$ cat src/rtl/mii_pkg.sv
// Shared types and constants for the MII receive path.
package mii_pkg;

  typedef enum logic [2:0] {
    ST_IDLE,
    ST_PREAMBLE,
    ST_DATA,
    ST_DONE,
    ST_DROP
  } rx_state_t;

  localparam logic [3:0]  PREAMBLE_NIB = 4'h5;
  localparam logic [3:0]  SFD_NIB      = 4'hD;

  localparam logic [31:0] CRC_POLY    = 32'hEDB88320;
  localparam logic [31:0] CRC_INIT    = 32'hFFFFFFFF;
  localparam logic [31:0] CRC_RESIDUE = 32'hDEBB20E3;

endpackage

$ cat src/rtl/crc32_nib.sv
// Combinational reflected CRC-32 step over one 4-bit nibble, LSB first.
module crc32_nib
  import mii_pkg::*;
(
  input  logic [31:0] crc_in,
  input  logic [3:0]  nib,
  output logic [31:0] crc_out
);

  // Four bit-serial shifts of the reflected LFSR
  always_comb begin
    logic [31:0] c;
    c = crc_in ^ {28'h0, nib};
    for (int unsigned i = 0; i < 4; i++) begin
      c = c[0] ? ((c >> 1) ^ CRC_POLY) : (c >> 1);
    end
    crc_out = c;
  end

endmodule

$ cat src/rtl/mii_rx_mac.sv
// MII nibble receiver: strips preamble/SFD, packs bytes into 16-bit RAM
// words, checks CRC-32 and reports each completed frame.
module mii_rx_mac
  import mii_pkg::*;
#(
  parameter int ADDR_W    = 11,
  parameter int MAX_BYTES = 1518,
  parameter int MIN_BYTES = 64
) (
  input  logic              clk,
  input  logic              arst,
  input  logic [3:0]        rxd,
  input  logic              rxdv,
  input  logic              rxer,
  input  logic              rx_ready,
  input  logic [ADDR_W-1:0] rx_base_addr,
  output logic              wr_en,
  output logic [ADDR_W-1:0] wr_addr,
  output logic [15:0]       wr_data,
  output logic              pack_valid,
  output logic [ADDR_W-1:0] pack_addr,
  output logic [10:0]       pack_size,
  output logic              pack_crc_ok,
  output logic              pack_err,
  output logic              rx_busy,
  output logic [15:0]       drop_cnt
);

  // One spare bit so the count can exceed MAX_BYTES and still compare correctly.
  localparam int CNT_W = $clog2(MAX_BYTES + 1) + 1;

  rx_state_t         state;
  logic [31:0]       crc;
  logic [31:0]       crc_next;
  logic              phase;
  logic [3:0]        lo_nib;
  logic [7:0]        byte_lo;
  logic [CNT_W-1:0]  byte_cnt;
  logic [ADDR_W-1:0] base;
  logic              f_over;
  logic              f_rxer;

  crc32_nib u_crc (
    .crc_in  (crc),
    .nib     (rxd),
    .crc_out (crc_next)
  );

  assign rx_busy = (state != ST_IDLE);

  // Receive FSM with registered RAM write port and frame report
  always_ff @(posedge clk) begin
    if (arst) begin
      state       <= ST_IDLE;
      crc         <= CRC_INIT;
      phase       <= 1'b0;
      lo_nib      <= '0;
      byte_lo     <= '0;
      byte_cnt    <= '0;
      base        <= '0;
      f_over      <= 1'b0;
      f_rxer      <= 1'b0;
      wr_en       <= 1'b0;
      wr_addr     <= '0;
      wr_data     <= '0;
      pack_valid  <= 1'b0;
      pack_addr   <= '0;
      pack_size   <= '0;
      pack_crc_ok <= 1'b0;
      pack_err    <= 1'b0;
      drop_cnt    <= '0;
    end else begin
      wr_en      <= 1'b0;
      pack_valid <= 1'b0;
      case (state)
        ST_IDLE: begin
          if (rxdv) state <= (rxd == PREAMBLE_NIB) ? ST_PREAMBLE : ST_DROP;
        end
        ST_PREAMBLE: begin
          if (!rxdv) begin
            state <= ST_IDLE;
          end else if (rxd == PREAMBLE_NIB) begin
            state <= ST_PREAMBLE;
          end else if (rxd == SFD_NIB) begin
            if (rx_ready) begin
              base     <= rx_base_addr;
              byte_cnt <= '0;
              phase    <= 1'b0;
              crc      <= CRC_INIT;
              f_over   <= 1'b0;
              f_rxer   <= 1'b0;
              state    <= ST_DATA;
            end else begin
              if (drop_cnt != '1) drop_cnt <= drop_cnt + 16'd1;
              state <= ST_DROP;
            end
          end else begin
            state <= ST_DROP;
          end
        end
        ST_DATA: begin
          if (rxer) f_rxer <= 1'b1;
          if (rxdv) begin
            crc   <= crc_next;
            phase <= ~phase;
            if (!phase) begin
              lo_nib <= rxd;
            end else begin
              if (byte_cnt >= CNT_W'(MAX_BYTES)) begin
                f_over <= 1'b1;
              end else if (!byte_cnt[0]) begin
                byte_lo <= {rxd, lo_nib};
              end else begin
                wr_en   <= 1'b1;
                wr_addr <= base + ADDR_W'(byte_cnt >> 1);
                wr_data <= {rxd, lo_nib, byte_lo};
              end
              if (byte_cnt != '1) byte_cnt <= byte_cnt + CNT_W'(1);
            end
          end else begin
            // Report is issued on the DATA->DONE edge so it is visible during DONE.
            state       <= ST_DONE;
            pack_valid  <= 1'b1;
            pack_addr   <= base;
            pack_size   <= (byte_cnt < CNT_W'(4)) ? '0 : 11'(byte_cnt - CNT_W'(4));
            pack_crc_ok <= (crc == CRC_RESIDUE);
            pack_err    <= (byte_cnt < CNT_W'(MIN_BYTES)) | f_over | f_rxer | rxer | phase;
            if (byte_cnt[0] && (byte_cnt <= CNT_W'(MAX_BYTES))) begin
              wr_en   <= 1'b1;
              wr_addr <= base + ADDR_W'(byte_cnt >> 1);
              wr_data <= {8'h00, byte_lo};
            end
          end
        end
        ST_DONE: begin
          state <= ST_IDLE;
        end
        ST_DROP: begin
          if (!rxdv) state <= ST_IDLE;
        end
        default: state <= ST_IDLE;
      endcase
    end
  end

endmodule

$ cat config.mk
export PLATFORM = sky130hd
export DESIGN_NAME = mii_rx_mac
export DESIGN_NICKNAME = d
export VERILOG_FILES = /design/src/rtl/mii_pkg.sv /design/src/rtl/crc32_nib.sv /design/src/rtl/mii_rx_mac.sv
export SDC_FILE = /design/constraint.sdc
export NUM_CORES = 1
export LEC_CHECK = 0
export BUFFER_PORTS_ARGS = -buffer_cell sky130_fd_sc_hd__buf_2
export CORE_MARGIN = 2
export CORE_UTILIZATION = 55
export CTS_CLUSTER_SIZE = 25
export DETAILED_ROUTE_END_ITERATION = 8
export PLACE_DENSITY = 0.77
export SLEW_MARGIN = 20
export SYNTH_ARGS = -nofsm -noshare
export SYNTH_HDL_FRONTEND = slang
export SYNTH_SLANG_ARGS = --single-unit
$ cat constraint.sdc
create_clock -name clk -period 2.51 [get_ports clk]
set_input_delay 0.251 -clock clk [delete_from_list [all_inputs] [get_ports clk]]
set_output_delay 0.251 -clock clk [all_outputs]
set_load 0.005 [all_outputs]
== Yosys cells after proc, flatten, opt, wreduce, memory -nomap -nowiden ==
Cells that the tools add are included.
Cells by class
  add/sub/neg operators: 4
  $lt $le $gt $ge: 4
  equality and inequality tests: 23
  mux-type cells: 56
  bitwise gates (word level): 16
  reductions and logical operators: 17
Operators with widths (count)
  32-bit two-way mux: 9
  12-bit two-way mux: 7
  16-bit two-way mux: 5
  11-bit two-way mux: 6
  32-bit one-hot mux with 2 select lines: 1
  13-bit NOT with 14-bit output: 4
  32-bit == test, second input constant: 1
  32-bit by 4-bit bitwise XOR with 32-bit output: 1
  2-bit inequality test, second input constant: 13
  3-bit two-way mux: 8
  12-bit one-hot mux with 2 select lines: 1
  6-bit AND reduction: 3
  16-bit by 1-bit adder with 16-bit output, second input constant: 1
  16-bit inequality test, second input constant: 1
  8-bit AND reduction: 2
  1-bit two-way mux: 15
  5-bit AND reduction: 3
  12-bit by 1-bit adder with 12-bit output, second input constant: 1
  12-bit by 11-bit greater-or-equal comparator with 1-bit output, second input constant: 1
  12-bit by 11-bit <= comparator with 1-bit output, second input constant: 1
  12-bit by 3-bit < comparator with 1-bit output, second input constant: 1
  12-bit by 7-bit < comparator with 1-bit output, second input constant: 1
  12-bit inequality test, second input constant: 1
  3-bit one-hot mux with 4 select lines: 1
  other kinds (18): 32
Storage, ports and cells
  flip-flop bits (word level): 142
  bits of input ports: 20
  output and inout bits: 70
  word-level logic and storage cells: 138

== Longest topological paths before layout ==
  word-level depth: 11
  mapped depth: 9

== Hierarchy ==
From an unflattened synthesis, not the netlist that was laid out.
Second synthesis, totals
  cells, all modules: 748
  area total of the unflattened synthesis: 6886.6 µm²
Modules (own cells, without submodules)
  mii_rx_mac: times used 1, cells an instance 696, area an instance 6073.3 µm², sequential area each 2842.7 µm²
  crc32_nib: times used 1, cells an instance 52, area an instance 813.3 µm², sequential area each 0.0 µm²

== Worst setup path before layout ==
OpenSTA, ideal clock, no wires.
  kind: reg2reg
  start: register byte_cnt[1]
  end: register wr_addr[10]
  setup time: 0.086 ns
  data arrival time: 1.988 ns
  required time: 2.424 ns
  slack: 0.436 ns
  stages on the path, launching flop included: 10
  period minus slack after synthesis: 2.074 ns
  cell sequence: dfxtp_1 -> ha_1 -> inv_1 -> fa_1 -> nand2b_1 -> a21oi_1 -> o21ai_0 -> o21ai_0 -> xnor2_1 -> a211oi_1
Between the ends
  cells in the longest elaborated chain, start to end: 5
  elaborated cells between the ends (all ways): 12
RTL lines
  start, declared: line mii_rx_mac.sv:38  | logic [CNT_W-1:0] byte_cnt;
  start signal, assigned: line mii_rx_mac.sv:118  | if (byte_cnt != '1) byte_cnt <= byte_cnt + CNT_W'(1);
  11-bit adder: line mii_rx_mac.sv:115, mii_rx_mac.sv:130
  11-bit two-way mux: line mii_rx_mac.sv:111  | end else if (!byte_cnt[0]) begin
  11-bit two-way mux: line mii_rx_mac.sv:109  | if (byte_cnt >= CNT_W'(MAX_BYTES)) begin
  11-bit two-way mux: line mii_rx_mac.sv:106  | if (!phase) begin
  11-bit two-way mux: line mii_rx_mac.sv:103  | if (rxdv) begin
  end signal, assigned: line mii_rx_mac.sv:115  | wr_addr <= base + ADDR_W'(byte_cnt >> 1);
  end signal, assigned: line mii_rx_mac.sv:130  | wr_addr <= base + ADDR_W'(byte_cnt >> 1);
  end, declared: line mii_rx_mac.sv:18  | output logic [ADDR_W-1:0] wr_addr,
Several ways; a longest one is shown, not always the timed one. The select of a mux whose other input is x is not followed.
A chain may end at the register's enable or synchronous reset.

== Worst setup path in the final report ==
Ends and elaborated chain as after synthesis.

==> flow_metrics.tcl <==
set metrics [dict create \
    post_drt_wl_per_cell_um 15.9 \
    cts.repair_timing.setup_buffer_count 0 \
    detailedRoute.firstIterationViolations 415 \
    via_count 5702 \
    dp_cells 961 \
    layout.nets 872 \
    power_report.internal_total_mw 3.89 \
    timing.critical_path.cells "ha_1, inv_1, fa_1, nand2b_1, a21oi_2, o21ai_0, o21ai_0, xnor2_1, a211oi_1" \
    ys_ff_latch 142 \
    crit_path_max_incr_delay_ns 0.43 \
    design.die.area_um2 12700 \
    asyncSetResetFlopFracSynth 0 \
    wirelength_um 15800 \
    clock_power_share 0.512 \
    final_design_area_no_fill_um2 7680 \
    numClockSinks 142 \
    timing.critical_path.buf_inv 1 \
    io_pins 90 \
    crit_slowest_cell "dfxtp_1" \
    grt_max_degree 69 \
    cap_violations 0 \
    post_cts_hold_buffer_count 0 \
    initial_core_util 0.565 \
    tritoncts "done" \
    path_clk_slew_ns 0.06 \
    worst_setup_path_start_kind "register" \
    layout.filler_cells 935 \
    layout_commonest_cell "dfxtp_1" \
    insertion_delay_ns 0.42 \
    cts_buffer_depth 2 \
    die_width_um 113 \
    worstHoldPathType "in -> reg" \
    master_cell_of_the_clock_root_buffer "clkbuf_16" \
    seq_power_share 0.454 \
    mappedNetlistNets 795 \
    yosys.cell_types.count 64 \
    comb_power_share 0.034 \
    post-dp-hpwl_um 11000 \
    hold_ws_ns 0.0720 \
    place_ws_ns 0.179 \
    postSynthCellCount 760 \
    fp-row-count 39 \
    gr-usage-all-layers 0.255 \
    yosys_warnings 0 \
    ys_seq_area_frac 0.439 \
    period_needed_ns 2.28 \
    timing.critical_path.to_type "register" \
    diodes 0 \
    synth_enable_flop_cells 0 \
    report.final.setup_viol 0 \
    cts_inserted_buffers 17 \
    port_buffers 89 \
    globalRouteOverflowTotal 0 \
    vias_in_the_first_global_route 5345 \
    synthFlopType "dfxtp_1" \
    overall_power_after_layout_mw 4.97 \
    pwr_density_cell_nw_per_um2 647 \
    drt_drc_violations_left 0 \
    critPathKind "reg -> reg" \
    total_number_of_h_tree_levels 4 \
    post_cts.resized_instances 0 \
    timing.final.ws_setup_ns 0.225 \
    peak_vdd_ir_v 0.000454 \
    outcome "finished clean" \
    placed_area_um2 7080 \
    power.switching_fraction 0.218 \
    worst_slew_margin 0.418 \
    dr.pass1.iters 7 \
    worst-endpoint-arrival_ns 2.62 \
    layout_cells_sized_above_1 0.185 \
    cp_data_required_time_ns 2.84 \
    period_utilisation_layout 0.910 \
    report.final.slew_viol_count 0 \
    synth_area_um2 6480 \
    cp_common_cell "o21ai_0" \
    avgSynthCellArea_um2 8.53 \
    max_freq_mhz 438 \
    final_util 0.670 \
    synthToLayoutAreaGrowth_pct 18.5 \
    antenna_found_initial 0 \
    final.setup_skew_ns 0.00873 \
    layout.cells.most_common_list "dfxtp_1, nand2_1, buf_2" \
    core_area_um2 11500 \
    gp_routability_congestion 0.913 \
    grt_setup_unrepaired "no" \
    global_route_wire_length_before_repair_um 26400 \
    tightestPinTransition_ns 0.869 \
    cp_top_family "compound AO/OA/AOI/OAI gates" \
    p_leak_nw 2.98 \
    fin_tns_setup_ns 0 \
    post_drt_via_cell_ratio 5.74 \
    finalHoldViolCount 0 \
    stdcell_count 993 \
    sw_power_mw 1.08 \
    worst-path-max-fanout 7 \
    drt.antenna.violating_nets 0 \
    die_h_um 113 \
]
-- synthesized netlist by cell type (all sizes together), types with 9 or more instances --
library cell | instances | share of area
a22o | 9 | 0.012
o21ai | 30 | 0.023
nor3 | 21 | 0.016
ha | 14 | 0.027
dfxtp | 142 | 0.44
nand2 | 105 | 0.061
xor2 | 16 | 0.026
a21oi | 61 | 0.047
nand2b | 21 | 0.020
nor2 | 85 | 0.050
xnor2 | 54 | 0.075
nand3 | 21 | 0.016
mux2i | 11 | 0.017
clkbuf | 40 | 0.023
a22oi | 9 | 0.010
inv | 13 | 0.0075
-- tightest hold or removal path, delay by kind of cell --
kind,cells,cell delay [ns]
buf+inv,1,0.10
simple gates,1,0.05
compound gates,1,0.05
-- logic make-up after synthesis --
group,after synthesis,share of synthesized area
and+or+nand+nor,306,0.225
AOI/OAI and AO/OA,156,0.152
DFF,142,0.439
xor gates and xnor gates,70,0.102
buffers and inverters,60,0.0361
adders and majority gates,15,0.0301
muxes,11,0.0170
-- path summary, 6_finish.rpt --
| path | from | to | slack (ns) | cells past startpoint |
|---|---|---|---|---|
| setup reg to reg | byte_cnt[1]$_SDFFE_PP0P_ | wr_addr[10]$_SDFFE_PP0P_ | 0.23 | 9 |
| setup / recovery | byte_cnt[1]$_SDFFE_PP0P_ | wr_addr[10]$_SDFFE_PP0P_ | 0.23 | 9 |
| hold reg to reg | pack_addr[2]$_SDFFE_PP0P_ | pack_addr[2]$_SDFFE_PP0P_ | 0.45 | 2 |
| hold / removal | rx_base_addr[2] | base[2]$_SDFFE_PP0P_ | 0.07 | 3 |
-- final cells by class --
| class | count | area, um2 | area share |
|---|---|---|---|
| clock buffer | 19 | 433 | 0.0564 |
| clock inverter | 13 | 164 | 0.0213 |
| inverter | 13 | 48.8 | 0.00636 |
| multi-input combinational | 558 | 3430 | 0.447 |
| sequential | 142 | 2840 | 0.370 |
| tap | 143 | 179 | 0.0233 |
| timing repair buffer | 105 | 581 | 0.0756 |
-- sequential cells by signal (all words and copies together), names as in the netlist, 11 cells and up --
| signal | cells |
|---|---|
| drop_cnt | 16 |
| crc | 32 |
| wr_data | 16 |
| wr_addr | 11 |
| base | 11 |
| byte_cnt | 12 |
| pack_size | 11 |
| pack_addr | 11 |
-- power groups by stage --
stage | sequential, mW | combinational [mW] | clock (mW)
after CTS | 2.26 | 0.170 | 2.56
after global placement | 2.31 | 0.165 | 0
after detailed placement | 2.31 | 0.167 | 0
final | 2.26 | 0.169 | 2.54
after floorplan | 2.30 | 0.119 | 0
after global routing | 2.26 | 0.185 | 2.66
-- per-layer routing --
| metal | global-route usage | vias to the layer above | wire length (um) |
|---|---|---|---|
| met2 | 0.403 | 196 | 7390 |
| met5 | 0 | - | 0 |
| met4 | 0.0829 | 0 | 244 |
| met1 | 0.350 | 2710 | 7310 |
| met3 | 0.0529 | 29 | 826 |
| li1 | - | 2767 | - |
No activity file was read; power rests on OpenSTA's default activity.
